==> config.mk <==
export PLATFORM = sky130hd
export DESIGN_NAME = branch_ctrl
export DESIGN_NICKNAME = d
export VERILOG_FILES = /design/src/rtl/branch_pkg.sv /design/src/rtl/branch_bht.sv /design/src/rtl/branch_ctrl.sv
export SDC_FILE = /design/constraint.sdc
export NUM_CORES = 1
export LEC_CHECK = 0
export ABC_AREA = 1
export BUFFER_PORTS_ARGS = -buffer_cell sky130_fd_sc_hd__buf_2
export CAP_MARGIN = 10
export CORE_ASPECT_RATIO = 1.5
export CORE_UTILIZATION = 47
export CTS_CLUSTER_SIZE = 20
export DETAILED_ROUTE_END_ITERATION = 10
export PLACE_DENSITY_LB_ADDON = 0.2
export SETUP_SLACK_MARGIN = 0.15
export SYNTH_ARGS = -nofsm -noshare
export SYNTH_HDL_FRONTEND = slang
export SYNTH_SLANG_ARGS = --single-unit
==> constraint.sdc <==
create_clock -name clk -period 1.9 [get_ports clk]
set_input_delay 0.095 -clock clk [delete_from_list [all_inputs] [get_ports clk]]
set_output_delay 0.095 -clock clk [all_outputs]
set_load 0.005 [all_outputs]
==> src/rtl/branch_pkg.sv <==
// Shared types and helpers for the branch predictor: 2-bit counter encoding
// and its saturating update rule.
package branch_pkg;

  typedef enum logic [1:0] {
    SNT = 2'd0,
    WNT = 2'd1,
    WT  = 2'd2,
    ST  = 2'd3
  } bht_state_t;

  localparam bht_state_t BHT_RESET = WNT;

  function automatic bht_state_t bht_next(input bht_state_t state, input logic taken);
    bht_state_t nxt;
    case (state)
      SNT:     nxt = taken ? WNT : SNT;
      WNT:     nxt = taken ? WT  : SNT;
      WT:      nxt = taken ? ST  : WNT;
      ST:      nxt = taken ? ST  : WT;
      default: nxt = BHT_RESET;
    endcase
    return nxt;
  endfunction

endpackage

==> src/rtl/branch_bht.sv <==
// Direct-mapped table of 2-bit saturating counters: one combinational read
// port, one synchronous write port, async active-low reset to WNT.
module branch_bht
  import branch_pkg::*;
#(
  parameter int BHT_ENTRIES = 16,
  parameter int IDX_W       = $clog2(BHT_ENTRIES)
) (
  input  logic             clk,
  input  logic             rst_n,
  input  logic [IDX_W-1:0] rd_idx,
  output bht_state_t       rd_state,
  input  logic             wr_en,
  input  logic [IDX_W-1:0] wr_idx,
  input  logic             wr_taken
);

  bht_state_t r_bht [BHT_ENTRIES];

  // Read is from the registered array, so a same-cycle write is not bypassed.
  assign rd_state = r_bht[rd_idx];

  always_ff @(posedge clk or negedge rst_n) begin
    if (!rst_n) begin
      for (int i = 0; i < BHT_ENTRIES; i++) begin
        r_bht[i] <= BHT_RESET;
      end
    end else if (wr_en) begin
      r_bht[wr_idx] <= bht_next(r_bht[wr_idx], wr_taken);
    end
  end

endmodule

==> src/rtl/branch_ctrl.sv <==
// Branch prediction and redirect controller: BHT lookup in ID, resolution in EX,
// redirect/flush priority. Optional perf counters under `BRANCH_PERF_EN.
module branch_ctrl
  import branch_pkg::*;
#(
  parameter int BHT_ENTRIES = 16
) (
  input  logic        clk,
  input  logic        rst_n,
  input  logic        stall,
  input  logic        id_valid,
  input  logic        id_is_branch,
  input  logic [31:0] id_pc,
  input  logic [31:0] id_target,
  output logic        id_pred_taken,
  input  logic        ex_valid,
  input  logic        ex_is_branch,
  input  logic [31:0] ex_pc,
  input  logic [31:0] ex_target,
  input  logic        ex_pred_taken,
  input  logic        br_taken,
  output logic        redirect,
  output logic [31:0] redirect_pc,
  output logic        flush_ifid,
  output logic        flush_idex,
  output logic [31:0] perf_br_cnt,
  output logic [31:0] perf_mis_cnt
);

  localparam int IDX_W = $clog2(BHT_ENTRIES);

  logic [IDX_W-1:0] w_id_idx;
  logic [IDX_W-1:0] w_ex_idx;
  bht_state_t       w_id_state;
  logic             w_ex_res;
  logic             w_mispred;
  logic             w_unused_pc_bits;

  assign w_id_idx = id_pc[IDX_W+1:2];
  assign w_ex_idx = ex_pc[IDX_W+1:2];
  assign w_unused_pc_bits = ^{id_pc[31:IDX_W+2], id_pc[1:0]};

  // Gating with rst_n keeps every redirect output low while reset is held.
  assign w_ex_res  = rst_n & ex_valid & ex_is_branch & ~stall;
  assign w_mispred = w_ex_res & (br_taken ^ ex_pred_taken);

  branch_bht #(
    .BHT_ENTRIES (BHT_ENTRIES),
    .IDX_W       (IDX_W)
  ) u_bht (
    .clk      (clk),
    .rst_n    (rst_n),
    .rd_idx   (w_id_idx),
    .rd_state (w_id_state),
    .wr_en    (w_ex_res),
    .wr_idx   (w_ex_idx),
    .wr_taken (br_taken)
  );

  assign id_pred_taken = id_valid & id_is_branch & ~stall & (w_id_state inside {WT, ST});

  // An EX mispredict outranks an ID predict-taken: the ID instruction is wrong-path.
  always_comb begin
    redirect    = 1'b0;
    redirect_pc = 32'h0;
    flush_ifid  = 1'b0;
    flush_idex  = 1'b0;
    if (w_mispred) begin
      redirect    = 1'b1;
      flush_ifid  = 1'b1;
      flush_idex  = 1'b1;
      redirect_pc = br_taken ? ex_target : (ex_pc + 32'd4);
    end else if (id_pred_taken && rst_n) begin
      redirect    = 1'b1;
      flush_ifid  = 1'b1;
      redirect_pc = id_target;
    end
  end

`ifdef BRANCH_PERF_EN
  logic [31:0] r_br_cnt;
  logic [31:0] r_mis_cnt;

  always_ff @(posedge clk or negedge rst_n) begin
    if (!rst_n) begin
      r_br_cnt  <= 32'h0;
      r_mis_cnt <= 32'h0;
    end else begin
      if (w_ex_res)  r_br_cnt  <= r_br_cnt + 32'd1;
      if (w_mispred) r_mis_cnt <= r_mis_cnt + 32'd1;
    end
  end

  assign perf_br_cnt  = r_br_cnt;
  assign perf_mis_cnt = r_mis_cnt;
`else
  assign perf_br_cnt  = 32'h0;
  assign perf_mis_cnt = 32'h0;
`endif

endmodule
==> flow_metrics.py <==
metrics = {
    "layout": {
        "area_growth_pct": 20.3,
        "regMostFlops": "u_bht.r_bht",
        "drive_gt1_share_pct": 23.0,
        "fill_cells": 992,
        "nNetsFinal": 1087,
        "top_regs": "u_bht.r_bht: 32 flops",
        "mostFrequentLayoutCells": "243 x nand2_1, 143 x buf_2, 141 x nor2_1, 95 x inv_1, 64 x conb_1",
        "largest_register_ffs": 32,
        "layout_commonest_cell": "nand2_1",
        "final_cells": 1060,
    },
    "clock_network": {
        "cts_root_buffer": "clkbuf_16",
        "clk_pin_slew_worst_paths_ns": 0.05,
        "clk_latency_ns": 0.28,
        "cts_buffers": 5,
        "tritoncts": "yes",
        "cts.sinks": 32,
        "clock_path_buffers": 2,
        "h-tree-depth": 2,
    },
    "synth": {
        "synth.avg_cell_area_um2": 5.56,
        "yosys.area.top_type": "nand2_1",
        "synth_seq_area_share_pct": 18.4,
        "synth_top_cell_area_share_pct": 20.9,
        "synth-seq-cells": 32,
        "ys_warn_count": 0,
        "synth.distinct_cells": 35,
        "synth_cells": 803,
        "synth_area_leaders": "nand2_1 21%, nor2_1 12%, buf_4 11%",
        "syn_area_um2": 4460,
    },
    "run": {
        "cap_violations": 0,
    },
    "setup_path": {
        "worstPathRequired_ns": 1.80,
        "worst_ep_arrival_time_ns": 1.81,
        "end_kind": "primary output",
        "critPathLaunchType": "flip-flop",
        "cp_max_fo": 8,
        "worstSetupPathType": "reg2out",
    },
    "run_status": {
        "violations": "negative setup slack",
        "status": "complete, but fails checks",
    },
    "place": {
        "place_inst": 1045,
        "io_buffer_count": 144,
        "dpl.hpwl_um": 11300,
        "place_congestion": 0.976,
    },
    "sta": {
        "fin_skew_ns": 0.00460,
        "drv_slew": 0,
        "setup-violations-final": 1,
        "fin_ws_ns": -0.00432,
        "holdWs_ns": 0.263,
        "min_period_ns": 1.90,
        "rsz0062_at_grt": "true",
        "period_share_pct": 100,
        "fmax_mhz": 525,
        "hold_viol": 0,
    },
    "routing": {
        "via_count": 5254,
        "drt-initial-drc-count": 269,
        "drc": 0,
        "vias_per_cell": 4.96,
        "antenna_left": 0,
        "drt-pass1-iter-count": 6,
        "routed_wl_um": 14600,
        "wl_per_cell_um": 13.8,
    },
    "pwr": {
        "power_uw": 2350,
        "p_per_area_nw_per_um2": 438,
        "ir_drop_uv": 696,
        "leakage_uw": 0.00313,
    },
    "grt": {
        "antenna_found_initial": 1,
        "gr-total-overflow": 0,
        "grt_pass1_vias": 4612,
        "grt.total_usage_pct": 29.5,
        "grt_pass1_wl_um": 22100,
        "grt_max_degree": 41,
    },
    "min_path": {
        "hold_path_class": "in2async",
    },
    "die": {
        "die_h_um": 121,
        "die_w_um": 81.6,
        "fp-row-count": 43,
        "pin_count": 237,
        "core_area_um2": 9250,
        "start_util_pct": 48.2,
        "die_area_um2": 9900,
    },
}
[area by class of cell]
type                            count  area, um^2  share of cell area [%]
Antenna cell                        1        2.50                  0.0466
Inverter                          102         383                    7.13
Sequential cell                    32         821                    15.3
Tap cell                          112         140                    2.61
Timing Repair Buffer              169         995                    18.5
Multi-Input combinational cell    636        2880                    53.7
Clock buffer                        8         146                    2.73
[power by group]
part / switching (uW) / total (uW) / internal [uW] / leakage [uW]
combinational: 470 / 764 / 294 / 0.00267
clock: 276 / 798 / 521 / 0.0000712
sequential: 30.5 / 788 / 757 / 0.000387
total: 777 / 2350 / 1570 / 0.00313
[synth_stat cells (all sizes together)]
master and n:
nor3b 1, a21boi 1, clkbuf 7, a21oi 6
ha 4, xor2 13, buf 89, o221ai 1
nand2 255, o211ai 4, nor2 145, nand4 38
o31ai 1, dfrtp 16, o21ai 28, xnor2 1
or2 1, nand3b 7, dfstp 16, inv 102
conb 1, nor3 11, nand3 55
[cell families (layout without fill, tap and decap cells)]
family          count (synthesis)  in the layout  share of synthesized area (%)
fa+ha+maj                       4              4                           1.12
buf+inv                       198            279                           23.3
flops                          32             32                           18.4
xor+xnor                       14             14                           2.75
other cells                     1             65                         0.0840
compound gates                 41             41                           5.10
simple gates                  513            513                           49.2
[through the flow]
step	TNS, ns	instance area [um^2]	setup slack [ns]	utilization [%]
5_1_grt	-2.44	5370	-0.133	58.0
6_report	-0.00432	5370	-0.00432	58.0
3_3_place_gp	0	5070	0.191	54.8
4_1_cts	0	5320	0.0190	57.5
2_1_floorplan	0	4700	0.500	-
3_5_place_dp	0	5070	0.206	54.8
[routing by layer]
| metal | global-route usage, % | part of all wire [%] | up-vias |
|---|---|---|---|
| met2 | 54.4 | 53 | 246 |
| li1 | - | - | 2645 |
| met3 | 3.91 | 6.7 | 45 |
| met5 | 0 | 0 | - |
| met4 | 15.2 | 4.4 | 0 |
| met1 | 31.5 | 36 | 2318 |
[repair_timing]
item	4_1_cts	5_1_grt
resized for setup	13	7
hold buffers	1	0
buffers inserted	1	2
hold endpoints to repair	5	0
pin swaps	4	4
setup endpoints to repair	35	47
cloned	2	0
[critical path: stages (launching register included)]
cell	delay, ns
dfrtp_1	0.38
inv_2	0.08
a21oi_2	0.05
o21ai_1	0.08
nand3_1	0.13
nand3b_1	0.19
nand2_4	0.09
buf_12	0.14
buf_16	0.13
nand4_1	0.07
nand2_1	0.07
buf_2	0.12
[final timing paths]
path,slack (ns),from,end,depth (start not counted)
max,-0.004,u_bht.r_bht[17],redirect_pc[23],11
min,0.26,rst_n,u_bht.r_bht[4],2
max reg2reg,0.34,u_bht.r_bht[26],u_bht.r_bht[27],10
min reg2reg,0.46,u_bht.r_bht[24],u_bht.r_bht[24],2
max in group asynchronous,0.92,rst_n,u_bht.r_bht[17],3
min in group clk,0.35,br_taken,u_bht.r_bht[2],5
Note: power is estimated with default switching activity, not from simulation.
